**src/rtl/ota_pkg.sv**
```systemverilog
// ota_pkg: definitions shared by the OTA reboot-request receiver and the
// RP2040-side protocol description.
//   ota_state_e        : request FSM states
//   MAGIC_DEFAULT      : first byte of every frame
//   OP_REBOOT_DEFAULT  : the only accepted opcode
//   ALIGN_BITS_DEFAULT : low address bits that must be zero (64 KiB sectors)
//   FRAME_LEN          : bytes per frame, checksum included
package ota_pkg;

  typedef enum logic [2:0] {
    ST_IDLE   = 3'd0,
    ST_RECV   = 3'd1,
    ST_CHECK  = 3'd2,
    ST_FIRE   = 3'd3,
    ST_LOCKED = 3'd4
  } ota_state_e;

  localparam logic [7:0] MAGIC_DEFAULT      = 8'hA5;
  localparam logic [7:0] OP_REBOOT_DEFAULT  = 8'h52;
  localparam int         ALIGN_BITS_DEFAULT = 16;
  localparam int         FRAME_LEN          = 7;

endpackage

```
**src/rtl/spi_rx_sync.sv**
```systemverilog
// spi_rx_sync: oversampling front end for the write-only SPI link (mode 0,
// MSB first). Synchronises sclk/mosi/cs_n into clk, detects edges and
// assembles bytes. All outputs are registered, one cycle after edge detect.
//   clk, rst        : system clock, synchronous active-high reset
//   spi_sclk/mosi/cs_n : raw asynchronous SPI pins
//   byte_valid      : one-cycle pulse, byte_data holds the completed byte
//   cs_fall/cs_rise : one-cycle pulses on chip-select assert / release
//   partial         : bit counter is mid-byte
module spi_rx_sync (
  input  logic       clk,
  input  logic       rst,
  input  logic       spi_sclk,
  input  logic       spi_mosi,
  input  logic       spi_cs_n,
  output logic       byte_valid,
  output logic [7:0] byte_data,
  output logic       cs_fall,
  output logic       cs_rise,
  output logic       partial
);

  logic [1:0] sclk_sync_q, sclk_sync_d;
  logic [1:0] mosi_sync_q, mosi_sync_d;
  logic [1:0] cs_n_sync_q, cs_n_sync_d;
  logic       sclk_prev_q, sclk_prev_d;
  logic       cs_n_prev_q, cs_n_prev_d;

  logic [2:0] bit_cnt_q, bit_cnt_d;
  logic [7:0] shift_q, shift_d;
  logic       byte_valid_q, byte_valid_d;
  logic [7:0] byte_data_q, byte_data_d;
  logic       cs_fall_q, cs_fall_d;
  logic       cs_rise_q, cs_rise_d;

  logic sclk_rise;
  logic cs_fall_w;
  logic cs_rise_w;

  // The synchroniser chain is deliberately left out of reset: it must keep
  // tracking the pins so that a chip select already low at reset release
  // does not look like a fresh assert edge.
  always_comb begin
    sclk_sync_d = {sclk_sync_q[0], spi_sclk};
    mosi_sync_d = {mosi_sync_q[0], spi_mosi};
    cs_n_sync_d = {cs_n_sync_q[0], spi_cs_n};
    sclk_prev_d = sclk_sync_q[1];
    cs_n_prev_d = cs_n_sync_q[1];
  end

  always_ff @(posedge clk) begin
    sclk_sync_q <= sclk_sync_d;
    mosi_sync_q <= mosi_sync_d;
    cs_n_sync_q <= cs_n_sync_d;
    sclk_prev_q <= sclk_prev_d;
    cs_n_prev_q <= cs_n_prev_d;
  end

  assign sclk_rise = sclk_sync_q[1] & ~sclk_prev_q;
  assign cs_fall_w = ~cs_n_sync_q[1] & cs_n_prev_q;
  assign cs_rise_w = cs_n_sync_q[1] & ~cs_n_prev_q;

  always_comb begin
    bit_cnt_d    = bit_cnt_q;
    shift_d      = shift_q;
    byte_valid_d = 1'b0;
    byte_data_d  = byte_data_q;
    cs_fall_d    = cs_fall_w;
    cs_rise_d    = cs_rise_w;
    if (cs_fall_w) begin
      bit_cnt_d = 3'd0;
    end else if (sclk_rise && !cs_n_sync_q[1]) begin
      shift_d   = {shift_q[6:0], mosi_sync_q[1]};
      bit_cnt_d = bit_cnt_q + 3'd1;
      if (bit_cnt_q == 3'd7) begin
        byte_valid_d = 1'b1;
        byte_data_d  = {shift_q[6:0], mosi_sync_q[1]};
      end
    end
  end

  always_ff @(posedge clk) begin
    if (rst) begin
      bit_cnt_q    <= 3'd0;
      shift_q      <= 8'h00;
      byte_valid_q <= 1'b0;
      byte_data_q  <= 8'h00;
      cs_fall_q    <= 1'b0;
      cs_rise_q    <= 1'b0;
    end else begin
      bit_cnt_q    <= bit_cnt_d;
      shift_q      <= shift_d;
      byte_valid_q <= byte_valid_d;
      byte_data_q  <= byte_data_d;
      cs_fall_q    <= cs_fall_d;
      cs_rise_q    <= cs_rise_d;
    end
  end

  assign byte_valid = byte_valid_q;
  assign byte_data  = byte_data_q;
  assign cs_fall    = cs_fall_q;
  assign cs_rise    = cs_rise_q;
  assign partial    = (bit_cnt_q != 3'd0);

endmodule

```
**src/rtl/ota_boot_request.sv**
```systemverilog
// ota_boot_request: validates reboot frames received over SPI and fires a
// single trigger with the boot address to ecp5_multiboot, then locks out.
//   clk, rst       : system clock, synchronous active-high reset
//   spi_sclk/mosi/cs_n : asynchronous SPI pins from the RP2040
//   trigger        : one-cycle pulse, at most once per reset
//   address        : validated boot address, valid from the trigger cycle
//   locked         : high from the trigger cycle until reset
//   err_count      : rejected frames, saturating at 8'hFF
//
// state     | meaning
// ----------+---------------------------------------------------
// ST_IDLE   | waiting for a chip-select assert edge
// ST_RECV   | collecting frame bytes until chip-select release
// ST_CHECK  | one cycle: validate length, magic, opcode, xor, alignment
// ST_FIRE   | one cycle: trigger high, address/locked already loaded
// ST_LOCKED | request served; SPI ignored until reset
module ota_boot_request
  import ota_pkg::*;
#(
  parameter logic [7:0] MAGIC      = MAGIC_DEFAULT,
  parameter logic [7:0] OP_REBOOT  = OP_REBOOT_DEFAULT,
  parameter int         ALIGN_BITS = ALIGN_BITS_DEFAULT
) (
  input  logic        clk,
  input  logic        rst,
  input  logic        spi_sclk,
  input  logic        spi_mosi,
  input  logic        spi_cs_n,
  output logic        trigger,
  output logic [31:0] address,
  output logic        locked,
  output logic [7:0]  err_count
);

  localparam logic [31:0] ALIGN_MASK =
    (ALIGN_BITS >= 32) ? 32'hFFFF_FFFF : ((32'h1 << ALIGN_BITS) - 32'h1);
  localparam logic [2:0] IDX_FULL = 3'(FRAME_LEN);

  logic       byte_valid;
  logic [7:0] byte_data;
  logic       cs_fall;
  logic       cs_rise;
  logic       partial;

  spi_rx_sync u_spi_rx_sync (
    .clk        (clk),
    .rst        (rst),
    .spi_sclk   (spi_sclk),
    .spi_mosi   (spi_mosi),
    .spi_cs_n   (spi_cs_n),
    .byte_valid (byte_valid),
    .byte_data  (byte_data),
    .cs_fall    (cs_fall),
    .cs_rise    (cs_rise),
    .partial    (partial)
  );

  ota_state_e  state_q, state_d;
  logic [2:0]  byte_idx_q, byte_idx_d;
  logic        overflow_q, overflow_d;
  logic [7:0]  xor_q, xor_d;
  logic [7:0]  byte0_q, byte0_d;
  logic [7:0]  byte1_q, byte1_d;
  logic [31:0] addr_q, addr_d;
  logic [7:0]  byte6_q, byte6_d;
  logic [31:0] address_q, address_d;
  logic        locked_q, locked_d;
  logic [7:0]  err_count_q, err_count_d;

  logic frame_ok;

  // byte_idx saturates at 7, so an extra flag is needed to tell a 7-byte
  // frame from a longer one.
  assign frame_ok = (byte_idx_q == IDX_FULL) && !overflow_q && !partial &&
                    (byte0_q == MAGIC) && (byte1_q == OP_REBOOT) &&
                    (byte6_q == xor_q) && ((addr_q & ALIGN_MASK) == 32'h0);

  always_ff @(posedge clk) begin
    if (rst) begin
      state_q <= ST_IDLE;
    end else begin
      state_q <= state_d;
    end
  end

  always_comb begin
    state_d = state_q;
    case (state_q)
      ST_IDLE:   if (cs_fall) state_d = ST_RECV;
      ST_RECV:   if (cs_rise) state_d = ST_CHECK;
      ST_CHECK:  state_d = frame_ok ? ST_FIRE : ST_IDLE;
      ST_FIRE:   state_d = ST_LOCKED;
      ST_LOCKED: state_d = ST_LOCKED;
      default:   state_d = ST_IDLE;
    endcase
  end

  always_comb begin
    trigger = (state_q == ST_FIRE);
  end

  always_comb begin
    byte_idx_d  = byte_idx_q;
    overflow_d  = overflow_q;
    xor_d       = xor_q;
    byte0_d     = byte0_q;
    byte1_d     = byte1_q;
    addr_d      = addr_q;
    byte6_d     = byte6_q;
    address_d   = address_q;
    locked_d    = locked_q;
    err_count_d = err_count_q;
    case (state_q)
      ST_IDLE: begin
        if (cs_fall) begin
          byte_idx_d = 3'd0;
          overflow_d = 1'b0;
          xor_d      = 8'h00;
        end
      end
      ST_RECV: begin
        if (byte_valid) begin
          if (byte_idx_q == IDX_FULL) begin
            overflow_d = 1'b1;
          end else begin
            byte_idx_d = byte_idx_q + 3'd1;
            case (byte_idx_q)
              3'd0:    byte0_d = byte_data;
              3'd1:    byte1_d = byte_data;
              3'd6:    byte6_d = byte_data;
              default: addr_d  = {addr_q[23:0], byte_data};
            endcase
            if (byte_idx_q < 3'd6) xor_d = xor_q ^ byte_data;
          end
        end
      end
      ST_CHECK: begin
        // Loading here makes address/locked visible in the trigger cycle.
        if (frame_ok) begin
          address_d = addr_q;
          locked_d  = 1'b1;
        end else if (err_count_q != 8'hFF) begin
          err_count_d = err_count_q + 8'd1;
        end
      end
      default: ;
    endcase
  end

  always_ff @(posedge clk) begin
    if (rst) begin
      byte_idx_q  <= 3'd0;
      overflow_q  <= 1'b0;
      xor_q       <= 8'h00;
      byte0_q     <= 8'h00;
      byte1_q     <= 8'h00;
      addr_q      <= 32'h0;
      byte6_q     <= 8'h00;
      address_q   <= 32'h0;
      locked_q    <= 1'b0;
      err_count_q <= 8'h00;
    end else begin
      byte_idx_q  <= byte_idx_d;
      overflow_q  <= overflow_d;
      xor_q       <= xor_d;
      byte0_q     <= byte0_d;
      byte1_q     <= byte1_d;
      addr_q      <= addr_d;
      byte6_q     <= byte6_d;
      address_q   <= address_d;
      locked_q    <= locked_d;
      err_count_q <= err_count_d;
    end
  end

  assign address   = address_q;
  assign locked    = locked_q;
  assign err_count = err_count_q;

endmodule

```
**config.mk**
```make
export PLATFORM = sky130hd
export DESIGN_NAME = ota_boot_request
export DESIGN_NICKNAME = d
export VERILOG_FILES = /design/src/rtl/ota_pkg.sv /design/src/rtl/spi_rx_sync.sv /design/src/rtl/ota_boot_request.sv
export SDC_FILE = /design/constraint.sdc
export NUM_CORES = 1
export LEC_CHECK = 0
export BUFFER_PORTS_ARGS = -buffer_cell sky130_fd_sc_hd__buf_2
export CORE_ASPECT_RATIO = 1.4
export CORE_UTILIZATION = 25
export CTS_CLUSTER_DIAMETER = 60
export DETAILED_ROUTE_END_ITERATION = 12
export HOLD_SLACK_MARGIN = 0.03
export PLACE_DENSITY = 0.45
export SETUP_SLACK_MARGIN = 0.4
export SYNTH_ARGS = -nofsm -noshare
export SYNTH_HDL_FRONTEND = slang
export SYNTH_SLANG_ARGS = --single-unit
```
**constraint.sdc**
```tcl
create_clock -name clk -period 6.24 [get_ports clk]
set_clock_uncertainty 0.2 [all_clocks]
set_input_delay 1.56 -clock clk [delete_from_list [all_inputs] [get_ports clk]]
set_output_delay 1.56 -clock clk [all_outputs]
set_load 0.03 [all_outputs]
```
==> results of run 1 <==
-- layer usage --
metal	up-vias	routed length [µm]	GRT usage (%)
met1	1753	4900	12.3
met4	0	230	5.24
met5	-	0	0
met3	17	411	2.84
met2	73	5520	19.9
li1	1942	-	-
-- worst max-delay path, cell delays in order (launching register included) --
cell      delay (ps)
dfxtp_1          410
ha_1             210
ha_1             280
nand4b_1         120
nor4_1           260
nand3_1          190
or3_1            790
nor2b_1          460
and2_1           250
-- through the flow --
| stage | setup WS, ps | total power, µW |
|---|---|---|
| final | 2960 | 1960 |
| after global routing | 2610 | 2030 |
| after CTS | 2920 | 1990 |
| after detailed placement | 2930 | 953 |
| after global placement | 3050 | 952 |
| after floorplan | 3460 | 945 |
-- kinds of logic after synthesis --
kind of cell	Yosys count	synth area share, %
and+or+nand+nor	238	20.9
muxes	42	8.10
xor gates and xnor gates	19	3.21
adders and majority gates	10	2.41
AOI/OAI and AO/OA	75	7.93
buffers and inverters	38	3.09
DFF	141	54.4
-- state kept, by name, indices dropped and copies added (netlist names), 2 cells and up --
| signal | count |
|---|---|
| byte0_q | 8 |
| u_spi_rx_sync.shift_q | 7 |
| u_spi_rx_sync.mosi_sync_q | 2 |
| state_q | 3 |
| u_spi_rx_sync.bit_cnt_q | 3 |
| byte6_q | 8 |
| u_spi_rx_sync.sclk_sync_q | 2 |
| xor_q | 8 |
| byte1_q | 8 |
| addr_q | 32 |
| address | 32 |
| byte_idx_q | 3 |
| u_spi_rx_sync.cs_n_sync_q | 2 |
| u_spi_rx_sync.byte_data | 8 |
| err_count | 8 |
-- cells in the final DEF, fill, tap and decap left out, types with 3 or more instances in the layout --
cell type,n
mux2i_1,42
nand2b_1,4
nor3b_1,4
xor2_1,17
dfxtp_1,141
nor3_1,3
nor2_1,66
inv_1,6
or4b_1,3
nand4_1,3
bufinv_16,3
nand2_1,100
a21oi_1,56
o21a_1,3
clkbuf_16,17
nor4_1,7
and2_1,17
nor2b_1,6
o21ai_0,7
clkbuf_8,3
clkinvlp_4,4
buf_2,45
or3_1,6
ha_1,10
nand3_1,12
buf_4,7
-- area by class of cell --
cell class / instances / area, µm²
multi-input cells: 384 / 2210
flip-flops and latches: 141 / 2820
inverters: 6 / 22.5
clock inverters: 9 / 138
well taps: 256 / 320
fillers: 2142 / 14100
repair buffers: 52 / 278
clock buffers: 21 / 470
-- final timing paths --
path / to / cells past startpoint
min: u_spi_rx_sync.mosi_sync_q[1]$_DFF_P_ / 0
min reg2reg: u_spi_rx_sync.mosi_sync_q[1]$_DFF_P_ / 0
max: address[11]$_SDFFE_PP0P_ / 8
max reg2reg: address[11]$_SDFFE_PP0P_ / 8
-- power by group through the flow --
stage	Combinational, µW	Sequential, µW	Clock [µW]
floorplan	18.6	926	0
CTS	25.5	907	1060
detailed placement	25.5	927	0
global placement	24.8	927	0
finish	24.8	907	1020
global route	27.9	907	1100
==> metrics.yaml, run 1 <==
synthesis:
  synth_edf_count: 0
  yosysSeqAreaShare_pct: 54.4
  synth.area.top_cells: "dfxtp_1 (54%), mux2i_1 (8.1%), nand2_1 (7.2%)"
  syn-num-nets: 578
  synth_area_um2: 5190
  ys_warn_count: 0
  ys_types: 36
  syn_area_per_cell_um2: 9.22
  synth_top_cell_by_area: "dfxtp_1"
  netlist_instances: 563
  async_reset_ff_share_pct: 0
  synth_top_cell_area_share_pct: 54.4
  synth-seq-cells: 141
  synth_common_cells: "dfxtp_1 (141), nand2_1 (100), nor2_1 (66)"
  synthFlopType: "dfxtp_1"
  yosysMostFrequentCell: "dfxtp_1"
clock_tree:
  clk_latency_ps: 410
  numCtsBuffers: 17
  cts_root_buffer: "clkbuf_16"
  cts_sinks: 141
  htreeDepth: 4
  cts.clk_slew.worst_paths_ps: 60
  cts_resized: 0
  holdBufCountCts: 0
  cts_tree: "built"
  cts_setup_buffers: 0
  clock_path_buffers: 2
finish:
  post-route-util_pct: 30.7
  drive_gt1_share_pct: 13.7
  fin_nets: 617
  instances_no_fill: 869
  diodes: 0
  syn_to_final_growth_pct: 20.7
  final_area_um2: 6260
power:
  p_sw_uw: 390
  power_density_nw_per_um2: 313
  p_leak_uw: 0.00249
  clkPwrFrac_pct: 52.4
  ir_drop_mv: 0.185
  p_int_uw: 1570
  combPwrFrac_pct: 1.3
  power_switching_share_pct: 19.9
  p_seq_share_pct: 46.4
timing:
  slew_violations: 0
  fmax_ghz: 0.305
  setup-tns-final_ps: 0
  hold_violations: 0
  post-route-period-util_pct: 52.5
  fin_crit_ps: 3280
  tightestPinTransition_ps: 1160
  setup_viol: 0
  rsz0062_at_grt: "false"
  timing.hold.ws_ps: 129
  relSlewSlack_pct: 21.7
min_path:
  min_path_type: "register to register"
  hold_path_startpoint: "u_spi_rx_sync.mosi_sync_q[0]$_DFF_P_"
placed_design:
  place_inst: 839
  gp_congestion: 0.739
  place_area_um2: 5650
  place_hpwl_mm: 7.45
  io_buffers: 46
global_route:
  grt_usage_pct: 11.2
  grt_pass1_wl_mm: 18.2
  antenna_found_initial: 0
  grt_pass1_vias: 3740
  overflow: 0
  grt_max_degree: 65
setup_path:
  critPathLaunch: "byte_idx_q[1]$_SDFFE_PP0P_"
  path_class: "register to register"
  end_kind: "register"
  cp.arrival_ps: 3380
  r2r_slack_ps: 2960
  rr_startpoint: "byte_idx_q[1]$_SDFFE_PP0P_"
  required_ps: 6340
  critPathLaunchType: "register"
  worst-path-max-fanout: 20
floorplan:
  floorplan.initialDensity_pct: 25.4
  io_pins: 47
  dieArea_um2: 21300
  coreArea_um2: 20400
  die_w_um: 124
  die_h_um: 172
  fp-row-count: 62
route:
  drtIter0Drc: 204
  wirelength_mm: 11.1
  drc_errors: 0
  num_vias: 3785
  first_pass_iters: 4
  wl_per_cell_um: 12.7
  viasPerCell: 4.36
  ant_nets: 0
outcome:
  status: "finished, final reports clean"
run:
  maxCapViolCount: 0
Power figures use the tool's default switching activity.
==> run 2, diff against run 1 <==
clock period = 3.1 ns   (was 6.24 ns; I/O delays follow)
==> run 2 against run 1 <==
Sequential cell count stayed put. Count of clock-buffer cells in the layout is 4 lower. Worst hold slack lost 4.2 ps. Critical path type unchanged. Critical endpoint is now err_count[1]$_SDFFE_PP0P_. Largest cell class unchanged. Largest power group unchanged.
==> metrics.yaml, run 2 (same netlist as run 1, synthesis figures left out) <==
outcome:
  status: "finished, final reports clean"
finish:
  multi_input_area_um2: 2240
  final_area_um2: 6360
  seq_area_um2: 2820
  final_cell_mix: "dfxtp_1 (140), nand2_1 (100), nor2_1 (66)"
  fin_nets: 623
  nFillCells: 2086
  drive_gt1_share_pct: 15.5
  syn_to_final_growth_pct: 22.5
  layout_commonest_cell: "dfxtp_1"
  diodes: 0
floorplan:
  coreArea_um2: 20400
  die_w_um: 124
  floorplan.initialDensity_pct: 25.4
  dieArea_um2: 21300
  die_h_um: 172
  fp-row-count: 62
  io_pins: 47
power:
  total_power_uw: 4040
  power_density_nw_per_um2: 635
  p_leak_uw: 0.00253
  ir_drop_mv: 0.392
timing:
  slew_violations: 0
  hold_violations: 0
  setup-tns-final_ps: 0
  rsz0062_at_grt: "true"
  fmax_ghz: 0.396
  fin_crit_ps: 2530
  post-route-period-util_pct: 81.5
  tightestPinTransition_ps: 722
  relSlewSlack_pct: 51.4
  setup_viol: 0
  timing.hold.ws_ps: 125
route:
  first_pass_iters: 4
  drtIter0Drc: 186
  wl_per_cell_um: 12.7
  num_vias: 3858
  ant_nets: 0
  drc_errors: 0
  viasPerCell: 4.41
  wirelength_mm: 11.1
setup_path:
  end_kind: "register"
  critPathLaunchType: "register"
  path_class: "register to register"
  cp.arrival_ps: 2620
  required_ps: 3200
  worst-path-max-fanout: 12
clock_tree:
  holdBufCountCts: 0
  cts_sinks: 141
  htreeDepth: 4
  cts.clk_slew.worst_paths_ps: 60
  clk_latency_ps: 410
  numCtsBuffers: 17
  cts_tree: "built"
  cts_root_buffer: "clkbuf_16"
  clock_path_buffers: 2
placed_design:
  place_hpwl_mm: 7.66
  io_buffers: 46
  gp_congestion: 0.758
  place_area_um2: 5680
global_route:
  grt_pass1_vias: 3676
  grt_pass1_wl_mm: 18.0
  grt_usage_pct: 11.2
  overflow: 0
  grt_max_degree: 46
  antenna_found_initial: 0
min_path:
  min_path_type: "register to register"
run:
  maxCapViolCount: 0
run 2: changes by cell type in the layout (fill, tap and decap cells not counted), sizes merged:
cell	before	now
buf	52	58
clkinv	2	5
bufinv	3	5
clkbuf	21	17
clkinvlp	4	2
run 2: final cells by class:
class / instances / share of cell area [%]
sequential: 141 / 44.4
clock inverter: 12 / 3.11
multi-input combinational: 384 / 35.2
inverter: 6 / 0.354
timing repair buffer: 58 / 5.14
tap: 256 / 5.04
clock buffer: 17 / 6.69
run 2: final timing paths:
kind	startpoint	to	slack, ps	depth (start not counted)
min reg2reg	u_spi_rx_sync.mosi_sync_q[0]$_DFF_P_	u_spi_rx_sync.mosi_sync_q[1]$_DFF_P_	120	0
max reg2reg	addr_q[4]$_SDFFE_PP0P_	err_count[1]$_SDFFE_PP0P_	570	9
max	addr_q[4]$_SDFFE_PP0P_	err_count[1]$_SDFFE_PP0P_	570	9
min	u_spi_rx_sync.mosi_sync_q[0]$_DFF_P_	u_spi_rx_sync.mosi_sync_q[1]$_DFF_P_	120	0
run 2: layer usage:
| metal | up-vias | GRT usage, % | wire, µm |
|---|---|---|---|
| met2 | 71 | 19.4 | 5710 |
| met5 | - | 0 | 0 |
| met1 | 1807 | 12.2 | 4710 |
| li1 | 1962 | - | - |
| met4 | 0 | 6.13 | 277 |
| met3 | 18 | 3.07 | 420 |
run 2: power by group:
part / switching (µW) / internal, µW
clock network: 751 / 1410
registers: 5.81 / 1820
logic: 37.8 / 12.6
total: 795 / 3240
run 2: through the flow:
stage	std cells	utilization (%)	worst slack [ps]
final	874	31.2	573
after floorplan	563	-	734
after detailed placement	843	27.9	285
after CTS	874	31.0	414
after global routing	874	31.2	377
after global placement	843	27.9	258
run 2: worst max-delay path, cell delays in order, from the launching register on:
cell and delay [ps]:
dfxtp_1 330, or4b_1 580, nor4_2 250, nand3_1 170
buf_4 170, buf_4 120, o21ai_0 140, buf_4 190
mux2i_1 190, nor2_1 50
run 2: timing repair:
action / 4_1_cts / 5_1_grt
endpoints found under the setup margin: 35 / 39
setup buffers: 2 / 0
resized for setup: 3 / 5
pin swaps: 1 / 1
==> run 3, diff against run 2 <==
clock period = 2.6 ns   (was 3.1 ns; I/O delays follow)
==> run 3 against run 2 <==
Sequential cell count stayed put. Register-to-register slack got worse by 460 ps. Routed wire length increased by 4.7%. Maximum frequency grew 1.6%. Global-route usage rose by 0.35 points. Sequential power is 19% higher. Die area unchanged. Setup slack worse by 460 ps. Critical path depth decreased by 3. First-iteration DRC count is 2.2% higher. Largest cell class unchanged. Largest power group unchanged.
==> metrics.yaml, run 3 (same netlist as run 1, synthesis figures left out) <==
timing:
  tightestPinTransition_ps: 552
  rsz0062_at_grt: "true"
  fmax_ghz: 0.402
  setup_viol: 0
  slew_violations: 0
  post-route-period-util_pct: 95.7
  fin_crit_ps: 2490
  hold_violations: 0
  relSlewSlack_pct: 63.2
min_path:
  min_path_type: "register to register"
floorplan:
  fp-row-count: 62
  io_pins: 47
  die_w_um: 124
  coreArea_um2: 20400
  die_h_um: 172
  dieArea_um2: 21300
  floorplan.initialDensity_pct: 25.4
global_route:
  antenna_found_initial: 0
  grt_pass1_vias: 3786
  grt_pass1_wl_mm: 18.6
  overflow: 0
  grt_max_degree: 46
  grt_usage_pct: 11.5
setup_path:
  worst-path-max-fanout: 7
  crit_buf_inv: 1
  crit_family: "simple AND/OR/NAND/NOR gates"
  path_class: "register to register"
  end_kind: "register"
  cp.arrival_ps: 2610
  required_ps: 2720
  critPathLaunchType: "register"
  cp_slowest_stage_delay_ps: 540
  slowest_stage: "or4_4"
  crit_chain: "or4_4, nor4_4, nand3_2, or3_4, buf_8, a2111oi_4"
clock_tree:
  cts.clk_slew.worst_paths_ps: 60
  clock_path_buffers: 2
  numCtsBuffers: 17
  cts_root_buffer: "clkbuf_16"
  htreeDepth: 4
  clk_latency_ps: 420
  cts_tree: "built"
  holdBufCountCts: 0
  cts_sinks: 141
finish:
  final_cell_mix: "dfxtp_1 (133), nand2_1 (100), nor2_1 (65)"
  post-route-util_pct: 32.6
  diodes: 0
  final_area_um2: 6650
  syn_to_final_growth_pct: 28.1
  layout_commonest_cell: "dfxtp_1"
  fin_nets: 640
  drive_gt1_share_pct: 21.1
route:
  met3WireLength_um: 310
  wirelength_mm: 11.6
  first_pass_iters: 4
  num_vias: 3852
  viasPerCell: 4.32
  wl_met2_mm: 6.07
  wl_met1_mm: 5.06
  wl_per_cell_um: 13.0
  topRoutingLayerUsed: "met4"
  ant_nets: 0
  drc_errors: 0
  drtIter0Drc: 190
power:
  power_density_nw_per_um2: 684
  p_leak_uw: 0.00267
  ir_drop_mv: 0.477
placed_design:
  io_buffers: 46
  gp_congestion: 0.718
  place_hpwl_mm: 7.72
  place_area_um2: 5780
run:
  maxCapViolCount: 0
outcome:
  status: "finished, final reports clean"
-- run 3: metal layers --
layer	vias up	track usage (%)
met3	11	3.46
li1	1993	-
met4	0	5.03
met5	-	0
met2	43	20.5
met1	1805	12.5
-- run 3: worst paths after layout --
kind                                              from                              endpoint  slack [ps]  depth (start not counted)
setup reg to reg               byte1_q[3]$_SDFFE_PP0P_               state_q[0]$_SDFFE_PP0P_         110                          6
hold / removal    u_spi_rx_sync.sclk_sync_q[0]$_DFF_P_  u_spi_rx_sync.sclk_sync_q[1]$_DFF_P_         130                          0
hold reg to reg   u_spi_rx_sync.sclk_sync_q[0]$_DFF_P_  u_spi_rx_sync.sclk_sync_q[1]$_DFF_P_         130                          0
setup / recovery               byte1_q[3]$_SDFFE_PP0P_               state_q[0]$_SDFFE_PP0P_         110                          6
-- run 3: per-stage QoR --
step,cells,TNS [ps],hold slack (ps),total power [µW],setup WS (ps)
after detailed placement,852,-4790,113,2290,-163
after global placement,852,-3730,114,2290,-133
after floorplan,563,0,110,2270,237
after CTS,887,0,112,4610,155
after global routing,892,0,111,4710,56.2
final,892,0,126,4540,113
-- run 3: worst register-to-register path, stage by stage, from the launching register on --
cell and delay, ps:
dfxtp_1 310, or4_4 540, nor4_4 310, nand3_2 130
or3_4 460, buf_8 170, a2111oi_4 260
-- run 3: power by group --
part           total, µW  internal [µW]  switching, µW  leakage [µW]
Sequential          2180           2170           6.85       0.00114
Combinational       67.1           19.0           48.2       0.00125
Clock               2300           1440            855      0.000275
-- run 3: layout make-up --
class,instances,area [µm²]
Tap cell,256,320
Inverter,6,22.5
Timing Repair Buffer,75,573
Sequential cell,141,2830
Multi-Input combinational cell,384,2340
Clock inverter,8,92.6
Clock buffer,22,464
Fill cell,2093,13800
-- run 3: repair_timing --
action / 4_1_cts / 5_1_grt
gates resized for setup: 34 / 16
gates cloned: 1 / 3
setup buffers: 4 / 2
pin swaps: 18 / 6
endpoints found under the setup margin: 44 / 100
